### src/rtl/piso_serializer_ctrl.sv
// piso_serializer_ctrl: MSB-first PISO sequencer with valid/ready load, bit-period divider, zero-gap back-to-back frames; optional even parity bit via PISO_SERIALIZER_CTRL_PARITY_EN
module piso_serializer_ctrl #(
  parameter int   DATA_WIDTH   = 8,
  parameter int   CLKS_PER_BIT = 1,
  parameter logic IDLE_LEVEL   = 1'b0
) (
  input  logic                  clk,
  input  logic                  rst,
  input  logic [DATA_WIDTH-1:0] in_data,
  input  logic                  in_valid,
  output logic                  in_ready,
  input  logic                  abort,
  output logic                  serial_out,
  output logic                  bit_strobe,
  output logic                  frame_active,
  output logic                  frame_done
);
  localparam int BW = $clog2(DATA_WIDTH + 1);
  localparam int DW = $clog2(CLKS_PER_BIT + 1);
  localparam logic [BW-1:0] BIT_MAX = BW'(DATA_WIDTH - 1);
  localparam logic [DW-1:0] DIV_MAX = DW'(CLKS_PER_BIT - 1);
  typedef enum logic [1:0] {
    IDLE,
    SHIFT
`ifdef PISO_SERIALIZER_CTRL_PARITY_EN
    , PARITY
`endif
  } state_t;
  state_t                r_state;
  logic [DATA_WIDTH-1:0] r_shift;
  logic [BW-1:0]         r_bit;
  logic [DW-1:0]         r_div;
  logic                  w_wrap;
  logic                  w_last_bit;
  logic                  w_end;
  logic                  w_accept;
`ifdef PISO_SERIALIZER_CTRL_PARITY_EN
  logic                  r_par;
  assign w_end      = w_wrap && r_state == PARITY;
  assign serial_out = r_state == PARITY ? r_par : r_state == SHIFT ? r_shift[DATA_WIDTH-1] : IDLE_LEVEL;
`else
  assign w_end      = w_wrap && w_last_bit && r_state == SHIFT;
  assign serial_out = r_state == SHIFT ? r_shift[DATA_WIDTH-1] : IDLE_LEVEL;
`endif
  assign w_wrap       = r_div == DIV_MAX;
  assign w_last_bit   = r_bit == BIT_MAX;
  assign in_ready     = !rst && !abort && (r_state == IDLE || w_end);
  assign w_accept     = in_valid && in_ready;
  assign frame_active = r_state != IDLE;
  assign bit_strobe   = frame_active && r_div == '0;
  assign frame_done   = w_end && !abort;
  // Frame sequencer: load on accept, divide each bit period, shift at period wrap, end or chain at last period
  always_ff @(posedge clk or posedge rst) begin
    if (rst) begin
      r_state <= IDLE;
      r_shift <= '0;
      r_bit   <= '0;
      r_div   <= '0;
`ifdef PISO_SERIALIZER_CTRL_PARITY_EN
      r_par   <= 1'b0;
`endif
    end else if (abort) begin
      r_state <= IDLE;
      r_shift <= '0;
      r_bit   <= '0;
      r_div   <= '0;
`ifdef PISO_SERIALIZER_CTRL_PARITY_EN
      r_par   <= 1'b0;
`endif
    end else if (w_accept) begin
      r_state <= SHIFT;
      r_shift <= in_data;
      r_bit   <= '0;
      r_div   <= '0;
`ifdef PISO_SERIALIZER_CTRL_PARITY_EN
      r_par   <= ^in_data;
`endif
    end else if (r_state != IDLE) begin
      r_div <= w_wrap ? '0 : r_div + 1'b1;
      if (w_wrap && r_state == SHIFT) begin
        r_shift <= {r_shift[DATA_WIDTH-2:0], IDLE_LEVEL};
        r_bit   <= r_bit + 1'b1;
      end
`ifdef PISO_SERIALIZER_CTRL_PARITY_EN
      if (w_wrap && w_last_bit && r_state == SHIFT) r_state <= PARITY;
`endif
      if (w_end) r_state <= IDLE;
    end
  end
endmodule

### config.mk
export PLATFORM = sky130hd
export DESIGN_NAME = piso_serializer_ctrl
export DESIGN_NICKNAME = d
export VERILOG_FILES = /design/src/rtl/piso_serializer_ctrl.sv
export SDC_FILE = /design/constraint.sdc
export NUM_CORES = 1
export LEC_CHECK = 0
export CORE_UTILIZATION = 40
export CTS_CLUSTER_DIAMETER = 40
export DETAILED_ROUTE_END_ITERATION = 10
export GPL_TIMING_DRIVEN = 0
export MAX_ROUTING_LAYER = met4
export PLACE_DENSITY = 0.71
export SLEW_MARGIN = 20
export SYNTH_ARGS = -nofsm -noshare
export SYNTH_HDL_FRONTEND = slang
export SYNTH_SLANG_ARGS = --single-unit
### constraint.sdc
create_clock -name clk -period 2.08 [get_ports clk]
set_input_delay 0.312 -clock clk [delete_from_list [all_inputs] [get_ports clk]]
set_output_delay 0.312 -clock clk [all_outputs]
set_load 0.01 [all_outputs]
==> results of run 1 <==
worst max-delay path, stage by stage (launching register included):
cell and delay, ps:
sky130_fd_sc_hd__dfrtp_2 450, sky130_fd_sc_hd__clkbuf_4 240, sky130_fd_sc_hd__and2_1 140, sky130_fd_sc_hd__clkdlybuf4s50_1 520
repair_timing:
action	in CTS	in global routing
hold buffers	0	0
buffers inserted	3	0
pin swaps	0	0
endpoints found under the setup margin	2	2
gates resized for setup	7	4
flip-flops by register name, indices dropped and copies added, names as in the netlist:
name,cells
r_shift,8
r_bit,4
r_state,1
power by group through the flow:
stage	logic (mW)	clock network, mW	registers [mW]
finish	0.118	0.168	0.284
global route	0.130	0.180	0.286
CTS	0.118	0.167	0.282
detailed placement	0.111	0	0.288
global placement	0.109	0	0.288
floorplan	0.0662	0	0.286
cell type report:
class	count	share of cell area, %
plain buffers	5	3.13
clock buffers	3	2.26
clock inverters	1	0.501
inverters	1	0.752
multi-input cells	47	39.2
flip-flops and latches	13	32.7
well taps	25	3.13
repair buffers	19	18.3
synthesized netlist by cell type (all sizes together):
cell type   n
a31o        1
nor2b       2
or2         1
nand2b      6
o41ai       5
mux2        2
nor4b       1
nand3b      1
o211ai      1
inv         1
xnor2       1
xor2        1
mux2i       3
and2        2
buf         3
ha          1
dfrtp      13
o2bb2ai     5
a21oi       3
a211oi      1
nand4       1
nor2        6
and2b       1
a2bb2oi     1
clkbuf      2
nand2       1
cell usage in the layout, fill, tap and decap left out, types with 2 or more instances in the layout:
| cell type | n |
|---|---|
| sky130_fd_sc_hd__dlygate4sd2_1 | 2 |
| sky130_fd_sc_hd__nor2_1 | 6 |
| sky130_fd_sc_hd__a21oi_1 | 2 |
| sky130_fd_sc_hd__dfrtp_1 | 12 |
| sky130_fd_sc_hd__buf_4 | 4 |
| sky130_fd_sc_hd__clkbuf_4 | 5 |
| sky130_fd_sc_hd__and2_1 | 2 |
| sky130_fd_sc_hd__nor2b_1 | 2 |
| sky130_fd_sc_hd__nand2b_1 | 6 |
| sky130_fd_sc_hd__mux2_2 | 2 |
| sky130_fd_sc_hd__o2bb2ai_1 | 5 |
| sky130_fd_sc_hd__o41ai_1 | 5 |
| sky130_fd_sc_hd__clkdlybuf4s50_1 | 13 |
| sky130_fd_sc_hd__mux2i_1 | 3 |
per-layer routing:
metal	up-vias	wire, um
met5	-	0
met3	5	36
met4	0	31
li1	285	-
met1	287	760
met2	10	632
cell families (layout without fill, tap and decap cells):
group	Yosys count	in the layout	share of synthesized area [%]
and+or+nand+nor	22	22	19.0
AOI/OAI and AO/OA	17	17	21.1
DFF	13	13	44.6
buffers and inverters	6	29	3.95
muxes	5	5	7.20
xor gates and xnor gates	2	2	2.40
adders and majority gates	1	1	1.71
final timing paths:
check | slack (ps) | cells after the start | endpoint
setup reg to reg | 460 | 4 | r_shift[1]
hold / removal | 470 | 3 | r_shift[0]
max in group asynchronous | 1430 | 3 | r_state[0]
setup / recovery | 120 | 3 | serial_out
min in group clk | 540 | 2 | r_bit[3]
hold reg to reg | 540 | 2 | r_bit[3]
stage by stage:
stage | instance area (um^2) | instances | TNS (ps) | hold slack, ps | util, %
after detailed placement | 921 | 107 | -318 | 526 | 53.3
after global placement | 921 | 107 | -324 | 524 | 53.3
final | 998 | 114 | 0 | 468 | 57.8
after floorplan | 729 | 66 | 0 | 194 | -
after CTS | 982 | 114 | 0 | 468 | 56.9
after global routing | 998 | 114 | 0 | 490 | 57.8
==> load_flow_metrics.sql, run 1 <==
INSERT INTO impl_metrics (metric_group, metric, value, unit) VALUES
('status', 'status', 'completed', ''),
('global_route', 'globalRoute.totalOverflow', '0', ''),
('global_route', 'use_met3', '3.60', '%'),
('logic_synthesis', 'synthesis.instances', '66', ''),
('logic_synthesis', 'netlist_area', '729', 'um^2'),
('timing', 'final-hold-violation-count', '0', ''),
('timing', 'timing_worst_slew_pin_value', '441', 'ps'),
('worst_setup_path', 'worstSetupEndpointType', 'output port', ''),
('timing', 'fin_crit_sh', '94.1', '%'),
('worst_setup_path', 'crit_start', 'r_state[0]', ''),
('routing', 'route.final.wire_length', '1460', 'um'),
('finish', 'antenna_cells_inserted', '0', ''),
('cts', 'cts-buffers-inserted', '3', ''),
('logic_synthesis', 'synthesis_warning_total', '0', ''),
('global_route', 'first_global_vias', '570', ''),
('pwr', 'power.density', '571', 'mW/mm^2'),
('logic_synthesis', 'synth_top_cells_by_area', 'sky130_fd_sc_hd__dfrtp_1 (45%), sky130_fd_sc_hd__o2bb2ai_1 (6.0%), sky130_fd_sc_hd__o41ai_1 (6.0%)', ''),
('finish', 'final.fill_count', '160', ''),
('logic_synthesis', 'post_synth_num_cell_types', '27', ''),
('routing', 'drt_pre_antenna_iters', '2', ''),
('die', 'initial_standard_cell_utilization_of_the_core', '42.2', '%'),
('die', 'core-area', '0.00173', 'mm^2'),
('placement', 'preCtsSetupSlack', '-318', 'ps'),
('routing', 'final_antenna_net_count', '0', ''),
('placement', 'numPortBuffers', '16', ''),
('worst_setup_path', 'worstPathMaxFanout', '10', ''),
('pwr', 'irDropWorstVdd', '0.339', 'mV'),
('cts', 'num_clock_sinks', '13', ''),
('cts', 'clk-insertion-delay-late', '280', 'ps'),
('die', 'floorplan.die.width', '44.7', 'um'),
('placement', 'routabilityCongestion', '0.739', ''),
('die', 'io-pin-count', '17', ''),
('routing', 'route.detailed.wl_per_inst', '12.8', 'um'),
('die', 'die_area', '0.00200', 'mm^2'),
('routing', 'overall_via_count_from_detail_route', '587', ''),
('global_route', 'grt_start_max_net_pins', '14', ''),
('timing', 'post-route-worst-setup-slack', '123', 'ps'),
('global_route', 'grt_first_pass_wirelength', '2430', 'um'),
('timing', 'finClkSkew', '1.17', 'ps'),
('finish', 'multiInputGateArea', '392', 'um^2'),
('pwr', 'power.net_switching', '0.161', 'mW'),
('global_route', 'globalRoute.busiestLayer', 'met2', ''),
('finish', 'synthToLayoutAreaGrowth', '36.9', '%'),
('worst_setup_path', 'critical_path.reg2reg.startpoint', 'r_bit[1]', ''),
('worst_setup_path', 'criticalPathCategory', 'register to output port', ''),
('logic_synthesis', 'synth-seq-area-share', '44.6', '%'),
('cts', 'tritoncts', 'yes', ''),
('finish', 'finish.net_count', '103', ''),
('pwr', 'share_seq_of_total_power', '49.8', '%'),
('global_route', 'met1_usage', '23.0', '%'),
('logic_synthesis', 'post_synth.cell_area_avg', '11.1', 'um^2'),
('cts', 'number_of_buffers_on_the_longest_clock_path', '2', ''),
('flow_run', 'maxCapViolCount', '0', ''),
('logic_synthesis', 'postSynthRegisterBits', '13', ''),
('global_route', 'grt_antenna_before_repair', '0', ''),
('worst_setup_path', 'cp.arrival', '1640', 'ps'),
('logic_synthesis', 'synth_top_area_cell', 'sky130_fd_sc_hd__dfrtp_1', ''),
('finish', 'final-seq-area', '327', 'um^2'),
('global_route', 'grt.met2_usage', '26.5', '%'),
('die', 'num_rows', '15', ''),
('timing', 'grt_setup_unrepaired', 'false', ''),
('routing', 'drc', '0', ''),
('worst_setup_path', 'required_time_reported_for_the_critical_path_endpoint', '1770', 'ps'),
('global_route', 'globalRouteTotalUtil', '18.0', '%'),
('pwr', 'total_power', '0.570', 'mW'),
('pwr', 'intPower', '0.408', 'mW'),
('pwr', 'p_leak', '0.453', 'nW'),
('logic_synthesis', 'yosys.area.top_type_share', '44.6', '%'),
('pwr', 'clock_power_share', '29.5', '%'),
('routing', 'post_drt_via_cell_ratio', '5.15', ''),
('finish', 'drive_gt1_share', '23.6', '%');
(Power assumes the default switching activity.)
==> inputs of run 2 (changes only) <==
DONT_BUFFER_PORTS = 1   (was not set)
PLACE_DENSITY = 0.59   (was 0.71)
SLEW_MARGIN = not set   (was 20)
==> load_flow_metrics.sql, run 2 (synthesis gave the netlist of run 1 again) <==
INSERT INTO impl_metrics (metric_group, metric, value, unit) VALUES
('flow_run', 'maxCapViolCount', '0', ''),
('timing', 'slew_violations', '0', ''),
('finish', 'largest-register', 'r_shift', ''),
('worst_hold_path', 'worst_hold_path_type', 'input port to register', ''),
('cts', 'number_of_buffers_on_the_longest_clock_path', '2', ''),
('placement', 'post-place-cells', '91', ''),
('finish', 'finish.cell_count_without_fillers', '96', ''),
('cts', 'ctsResizeCount', '0', ''),
('routing', 'route.detailed.wl_per_inst', '14.3', 'um'),
('finish', 'registers_with_the_highest_flip_flop_counts', 'r_shift x8, r_bit x4, r_state x1', ''),
('worst_setup_path', 'crit_start', 'rst', ''),
('cts', 'register_clock_pin_slew_on_the_reported_worst_setup_and_hold_paths', '90', 'ps'),
('timing', 'setup_viols_final', '0', ''),
('cts', 'clk-insertion-delay-late', '290', 'ps'),
('global_route', 'globalRouteTotalUtil', '17.0', '%'),
('die', 'io-pin-count', '17', ''),
('cts', 'num_clock_sinks', '13', ''),
('worst_setup_path', 'cp.arrival', '1510', 'ps'),
('cts', 'htree_num_levels', '1', ''),
('placement', 'routabilityCongestion', '0.683', ''),
('global_route', 'grt_antenna_before_repair', '0', ''),
('placement', 'preCtsSetupSlack', '380', 'ps'),
('timing', 'fmax', '548', 'MHz'),
('worst_setup_path', 'r2r_setup_slack', '390', 'ps'),
('placement', 'numPortBuffers', '0', ''),
('timing', 'post-route-worst-setup-slack', '257', 'ps'),
('finish', 'final_core_utilization', '46.2', '%'),
('die', 'num_rows', '15', ''),
('placement', 'dp.final_hpwl', '928', 'um'),
('routing', 'route.final.wire_length', '1370', 'um'),
('finish', 'layout_commonest_cell', 'sky130_fd_sc_hd__dfrtp_1', ''),
('timing', 'max-slew-margin-rel', '65.2', '%'),
('pwr', 'total_power', '0.530', 'mW'),
('worst_setup_path', 'critical_path.reg2reg.endpoint', 'r_shift[1]', ''),
('die', 'floorplan.die.height', '44.7', 'um'),
('die', 'core-area', '0.00173', 'mm^2'),
('placement', 'placed_cell_area', '761', 'um^2'),
('worst_setup_path', 'r2r_cells', '4', ''),
('timing', 'finClkSkew', '8.60', 'ps'),
('global_route', 'globalRoute.totalOverflow', '0', ''),
('die', 'initial_standard_cell_utilization_of_the_core', '42.2', '%'),
('pwr', 'irDropWorstVdd', '0.341', 'mV'),
('die', 'die_area', '0.00200', 'mm^2'),
('finish', 'final.fill_count', '181', ''),
('routing', 'drc', '0', ''),
('timing', 'final-hold-violation-count', '0', ''),
('routing', 'overall_via_count_from_detail_route', '522', ''),
('timing', 'grt_setup_unrepaired', 'false', ''),
('finish', 'synthToLayoutAreaGrowth', '9.43', '%'),
('global_route', 'grt_first_pass_wirelength', '2230', 'um'),
('global_route', 'grt_start_max_net_pins', '15', ''),
('timing', 'fin_crit', '1820', 'ps'),
('finish', 'largest_reg_flops', '8', ''),
('pwr', 'p_leak', '0.363', 'nW'),
('worst_hold_path', 'hold_depth', '1', ''),
('worst_setup_path', 'worstSetupEndpointType', 'output port', ''),
('routing', 'post_drt_via_cell_ratio', '5.44', ''),
('worst_setup_path', 'criticalPathCategory', 'input port to output port', ''),
('finish', 'layout.cells.most_common_list', 'sky130_fd_sc_hd__dfrtp_1 (13), sky130_fd_sc_hd__nand2b_1 (6), sky130_fd_sc_hd__nor2_1 (6)', ''),
('routing', 'drt_pre_antenna_iters', '4', ''),
('worst_setup_path', 'critPathLaunchType', 'input port', ''),
('finish', 'drive_gt1_share', '18.3', '%'),
('die', 'floorplan.die.width', '44.7', 'um'),
('finish', 'finish.net_count', '85', ''),
('global_route', 'first_global_vias', '484', ''),
('status', 'status', 'completed', ''),
('finish', 'antenna_cells_inserted', '0', ''),
('pwr', 'power.density', '664', 'mW/mm^2'),
('routing', 'final_antenna_net_count', '0', ''),
('worst_setup_path', 'critical_path.reg2reg.startpoint', 'r_bit[0]', ''),
('cts', 'tritoncts', 'yes', ''),
('worst_setup_path', 'worstPathMaxFanout', '14', ''),
('cts', 'cts-buffers-inserted', '3', ''),
('routing', 'drt_first_iter_violations', '6', ''),
('worst_hold_path', 'endpoint_of_the_worst_hold_timing_path', 'r_shift[4]', ''),
('worst_setup_path', 'required_time_reported_for_the_critical_path_endpoint', '1770', 'ps'),
('timing', 'fin_crit_sh', '87.7', '%'),
('cts', 'cts_root_buf', 'sky130_fd_sc_hd__clkbuf_4', ''),
('timing', 'timing_worst_slew_pin_value', '522', 'ps'),
('timing', 'tns', '0', 'ps'),
('timing', 'finalHoldWorstSlack', '139', 'ps'),
('finish', 'non_filler_cell_area_final', '798', 'um^2'),
('worst_hold_path', 'holdCritStartpoint', 'in_data[4]', '');
## run 2: cell count changes in the layout (fill, tap and decap cells not counted), moves of 2 or more
cell,before,now
sky130_fd_sc_hd__buf_4,4,1
sky130_fd_sc_hd__clkbuf_4,5,3
sky130_fd_sc_hd__clkdlybuf4s50_1,13,0
sky130_fd_sc_hd__dlygate4sd2_1,2,0
## run 2: timing repair
item,4_1_cts,5_1_grt
hold endpoints to repair,13,0
buffers inserted,0,0
hold buffers,1,0
## run 2: routing by layer
metal	vias to the layer above	global-route usage, %	part of all wire, %
li1	250	-	-
met1	257	21.8	50
met2	10	24.4	44
met3	5	3.60	2.8
met4	0	10.9	2.6
met5	-	-	0
## run 2: worst max-delay path by stage
| stage | cells after the start | to |
|---|---|---|
| final | 3 | in_ready |
| after global routing | 3 | in_ready |
| after CTS | 3 | in_ready |
| after detailed placement | 4 | r_shift[1] |
| after global placement | 4 | r_shift[3] |
| after floorplan | 4 | r_shift[1] |
## run 2: area by class of cell
class / instances / area, um^2 / area share, %
Multi-Input combinational cell: 47 / 375 / 47.0
Inverter: 1 / 3.75 / 0.470
Buffer: 5 / 25.0 / 3.13
Clock buffer: 3 / 22.5 / 2.82
Tap cell: 25 / 31.3 / 3.92
Sequential cell: 13 / 325 / 40.8
Clock inverter: 1 / 5.00 / 0.627
Timing Repair Buffer: 1 / 10.0 / 1.25
## run 2: critical path, cell delays in order
cell and delay, ps:
sky130_fd_sc_hd__dlygate4sd3_1 540, sky130_fd_sc_hd__inv_1 400, sky130_fd_sc_hd__and2_1 260
## run 2: power by group
part	switching [mW]	internal, mW	total, mW
sequential	0.0123	0.271	0.284
combinational	0.0434	0.0366	0.0800
clock	0.0952	0.0715	0.167
total	0.151	0.380	0.530
==> inputs of run 3 (changes only) <==
GPL_TIMING_DRIVEN = not set   (was 0)
SLEW_MARGIN = 20   (was not set)
==> load_flow_metrics.sql, run 3 (synthesis gave the netlist of run 1 again) <==
INSERT INTO impl_metrics (metric_group, metric, value, unit) VALUES
('worst_hold_path', 'endpoint_of_the_worst_hold_timing_path', 'r_state[0]', ''),
('die', 'io-pin-count', '17', ''),
('timing', 'slew_violations', '0', ''),
('worst_setup_path', 'required_time_reported_for_the_critical_path_endpoint', '1770', 'ps'),
('worst_setup_path', 'crit_path_top_delay_cell', 'sky130_fd_sc_hd__dfrtp_1', ''),
('cts', 'tritoncts', 'yes', ''),
('worst_setup_path', 'r2r_cells', '4', ''),
('global_route', 'grt_antenna_before_repair', '0', ''),
('die', 'num_rows', '15', ''),
('routing', 'drt_first_iter_violations', '5', ''),
('timing', 'final-hold-violation-count', '0', ''),
('die', 'floorplan.die.width', '44.7', 'um'),
('finish', 'layout_commonest_cell', 'sky130_fd_sc_hd__dfrtp_1', ''),
('worst_setup_path', 'worstPathCellList', 'ha_1, nand3b_4, a21oi_1, and2_1', ''),
('timing', 'fin_crit', '1740', 'ps'),
('routing', 'drt_pre_antenna_iters', '3', ''),
('finish', 'non_filler_cell_area_final', '795', 'um^2'),
('finish', 'antenna_cells_inserted', '0', ''),
('pwr', 'total_power', '0.518', 'mW'),
('finish', 'largest_reg_flops', '8', ''),
('placement', 'preCtsSetupSlack', '380', 'ps'),
('worst_setup_path', 'worstSetupEndpointType', 'output port', ''),
('routing', 'overall_via_count_from_detail_route', '501', ''),
('worst_setup_path', 'cpPeakStageDelay', '410', 'ps'),
('pwr', 'power.density', '652', 'mW/mm^2'),
('routing', 'final_antenna_net_count', '0', ''),
('routing', 'route.detailed.wl_per_inst', '14.1', 'um'),
('cts', 'number_of_buffers_on_the_longest_clock_path', '2', ''),
('global_route', 'first_global_vias', '500', ''),
('timing', 'setup_viols_final', '0', ''),
('routing', 'route.final.wire_length', '1330', 'um'),
('timing', 'tns', '0', 'ps'),
('worst_setup_path', 'criticalPathCategory', 'register to output port', ''),
('timing', 'fmax', '574', 'MHz'),
('finish', 'registers_with_the_highest_flip_flop_counts', 'r_shift x8, r_bit x4, r_state x1', ''),
('global_route', 'grt_first_pass_wirelength', '2190', 'um'),
('worst_hold_path', 'hold_depth', '1', ''),
('routing', 'post_drt_via_cell_ratio', '5.33', ''),
('die', 'floorplan.die.height', '44.7', 'um'),
('worst_hold_path', 'holdCritStartpoint', 'abort', ''),
('pwr', 'p_leak', '0.358', 'nW'),
('timing', 'fin_crit_sh', '83.8', '%'),
('placement', 'routabilityCongestion', '0.707', ''),
('placement', 'placed_cell_area', '758', 'um^2'),
('cts', 'register_clock_pin_slew_on_the_reported_worst_setup_and_hold_paths', '80', 'ps'),
('finish', 'final_core_utilization', '46.0', '%'),
('global_route', 'globalRoute.totalOverflow', '0', ''),
('cts', 'cts_root_buf', 'sky130_fd_sc_hd__clkbuf_4', ''),
('cts', 'ctsResizeCount', '0', ''),
('worst_setup_path', 'r2r_setup_slack', '390', 'ps'),
('cts', 'cts_setup_buffers', '0', ''),
('die', 'core-area', '0.00173', 'mm^2'),
('status', 'status', 'completed', ''),
('die', 'die_area', '0.00200', 'mm^2'),
('finish', 'finish.net_count', '83', ''),
('finish', 'drive_gt1_share', '17.4', '%'),
('finish', 'final.fill_count', '181', ''),
('global_route', 'globalRouteTotalUtil', '16.4', '%'),
('finish', 'synthToLayoutAreaGrowth', '8.92', '%'),
('routing', 'drc', '0', ''),
('worst_setup_path', 'critical_path.reg2reg.endpoint', 'r_shift[3]', ''),
('finish', 'layout.cells.most_common_list', 'sky130_fd_sc_hd__dfrtp_1 (13), sky130_fd_sc_hd__nand2b_1 (6), sky130_fd_sc_hd__nor2_1 (6)', ''),
('cts', 'cts-buffers-inserted', '3', ''),
('worst_setup_path', 'critPathLaunchType', 'register', ''),
('timing', 'timing_worst_slew_pin_value', '516', 'ps'),
('flow_run', 'maxCapViolCount', '0', ''),
('finish', 'largest-register', 'r_shift', ''),
('placement', 'dp.final_hpwl', '928', 'um'),
('worst_setup_path', 'cp.buffers_inverters', '0', ''),
('timing', 'grt_setup_unrepaired', 'false', ''),
('pwr', 'irDropWorstVdd', '0.385', 'mV'),
('worst_setup_path', 'critical_path.reg2reg.startpoint', 'r_bit[0]', ''),
('worst_setup_path', 'cp.arrival', '1430', 'ps'),
('timing', 'finClkSkew', '2.58', 'ps'),
('cts', 'clk-insertion-delay-late', '270', 'ps'),
('die', 'initial_standard_cell_utilization_of_the_core', '42.2', '%'),
('cts', 'htree_num_levels', '1', ''),
('placement', 'numPortBuffers', '0', ''),
('global_route', 'grt_start_max_net_pins', '15', ''),
('worst_hold_path', 'worst_hold_path_type', 'input port to register', ''),
('worst_setup_path', 'largest_delay_contributor_family_on_the_critical_path', 'flip-flops', ''),
('cts', 'num_clock_sinks', '13', ''),
('timing', 'post-route-worst-setup-slack', '337', 'ps'),
('worst_setup_path', 'worstPathMaxFanout', '5', ''),
('timing', 'max-slew-margin-rel', '65.5', '%');
## run 3: changes by cell type in the layout (fill, tap and decap cells not counted), sizes merged
cell,previous run,this run
clkinv,1,0
clkbuf,5,4
## run 3: worst max-delay path by stage
stage / start / endpoint / slack, ps / cells past startpoint
floorplan: r_bit[0] / r_shift[1] / 560 / 4
global placement: r_bit[0] / r_shift[1] / 440 / 4
detailed placement: r_bit[0] / r_shift[3] / 380 / 4
CTS: r_bit[0] / in_ready / 310 / 4
global route: r_bit[0] / in_ready / 210 / 4
finish: r_bit[0] / in_ready / 340 / 4
## run 3: where the power goes
group	internal (mW)	leakage (nW)	switching, mW	total, mW
Clock	0.0743	0.0150	0.0838	0.158
Sequential	0.271	0.172	0.0141	0.285
Combinational	0.0369	0.172	0.0379	0.0748
Total	0.383	0.358	0.136	0.518
## run 3: per-layer routing
| metal | global-route usage (%) | routed length (um) |
|---|---|---|
| met5 | - | 0 |
| met4 | 10.9 | 12 |
| met3 | 4.40 | 51 |
| met2 | 25.3 | 687 |
| met1 | 18.6 | 575 |
## run 3: final cells by class
cell class / instances / area [um^2] / share of cell area, %
multi-input combinational: 47 / 375 / 47.2
sequential: 13 / 325 / 40.9
inverter: 1 / 3.75 / 0.472
clock buffer: 4 / 26.3 / 3.31
timing repair buffer: 4 / 32.5 / 4.09
tap: 25 / 31.3 / 3.94
## run 3: repair_timing
action / in CTS / in global routing
endpoints found under the setup margin: 0 / 0
hold buffers: 1 / 0
endpoints found under the hold margin: 13 / 0
## run 3: metrics by stage
stage               hold slack, ps  cells
floorplan                      194     66
global placement               211     89
detailed placement             214     89
CTS                           80.3     94
global route                  76.6     94
finish                        88.1     94
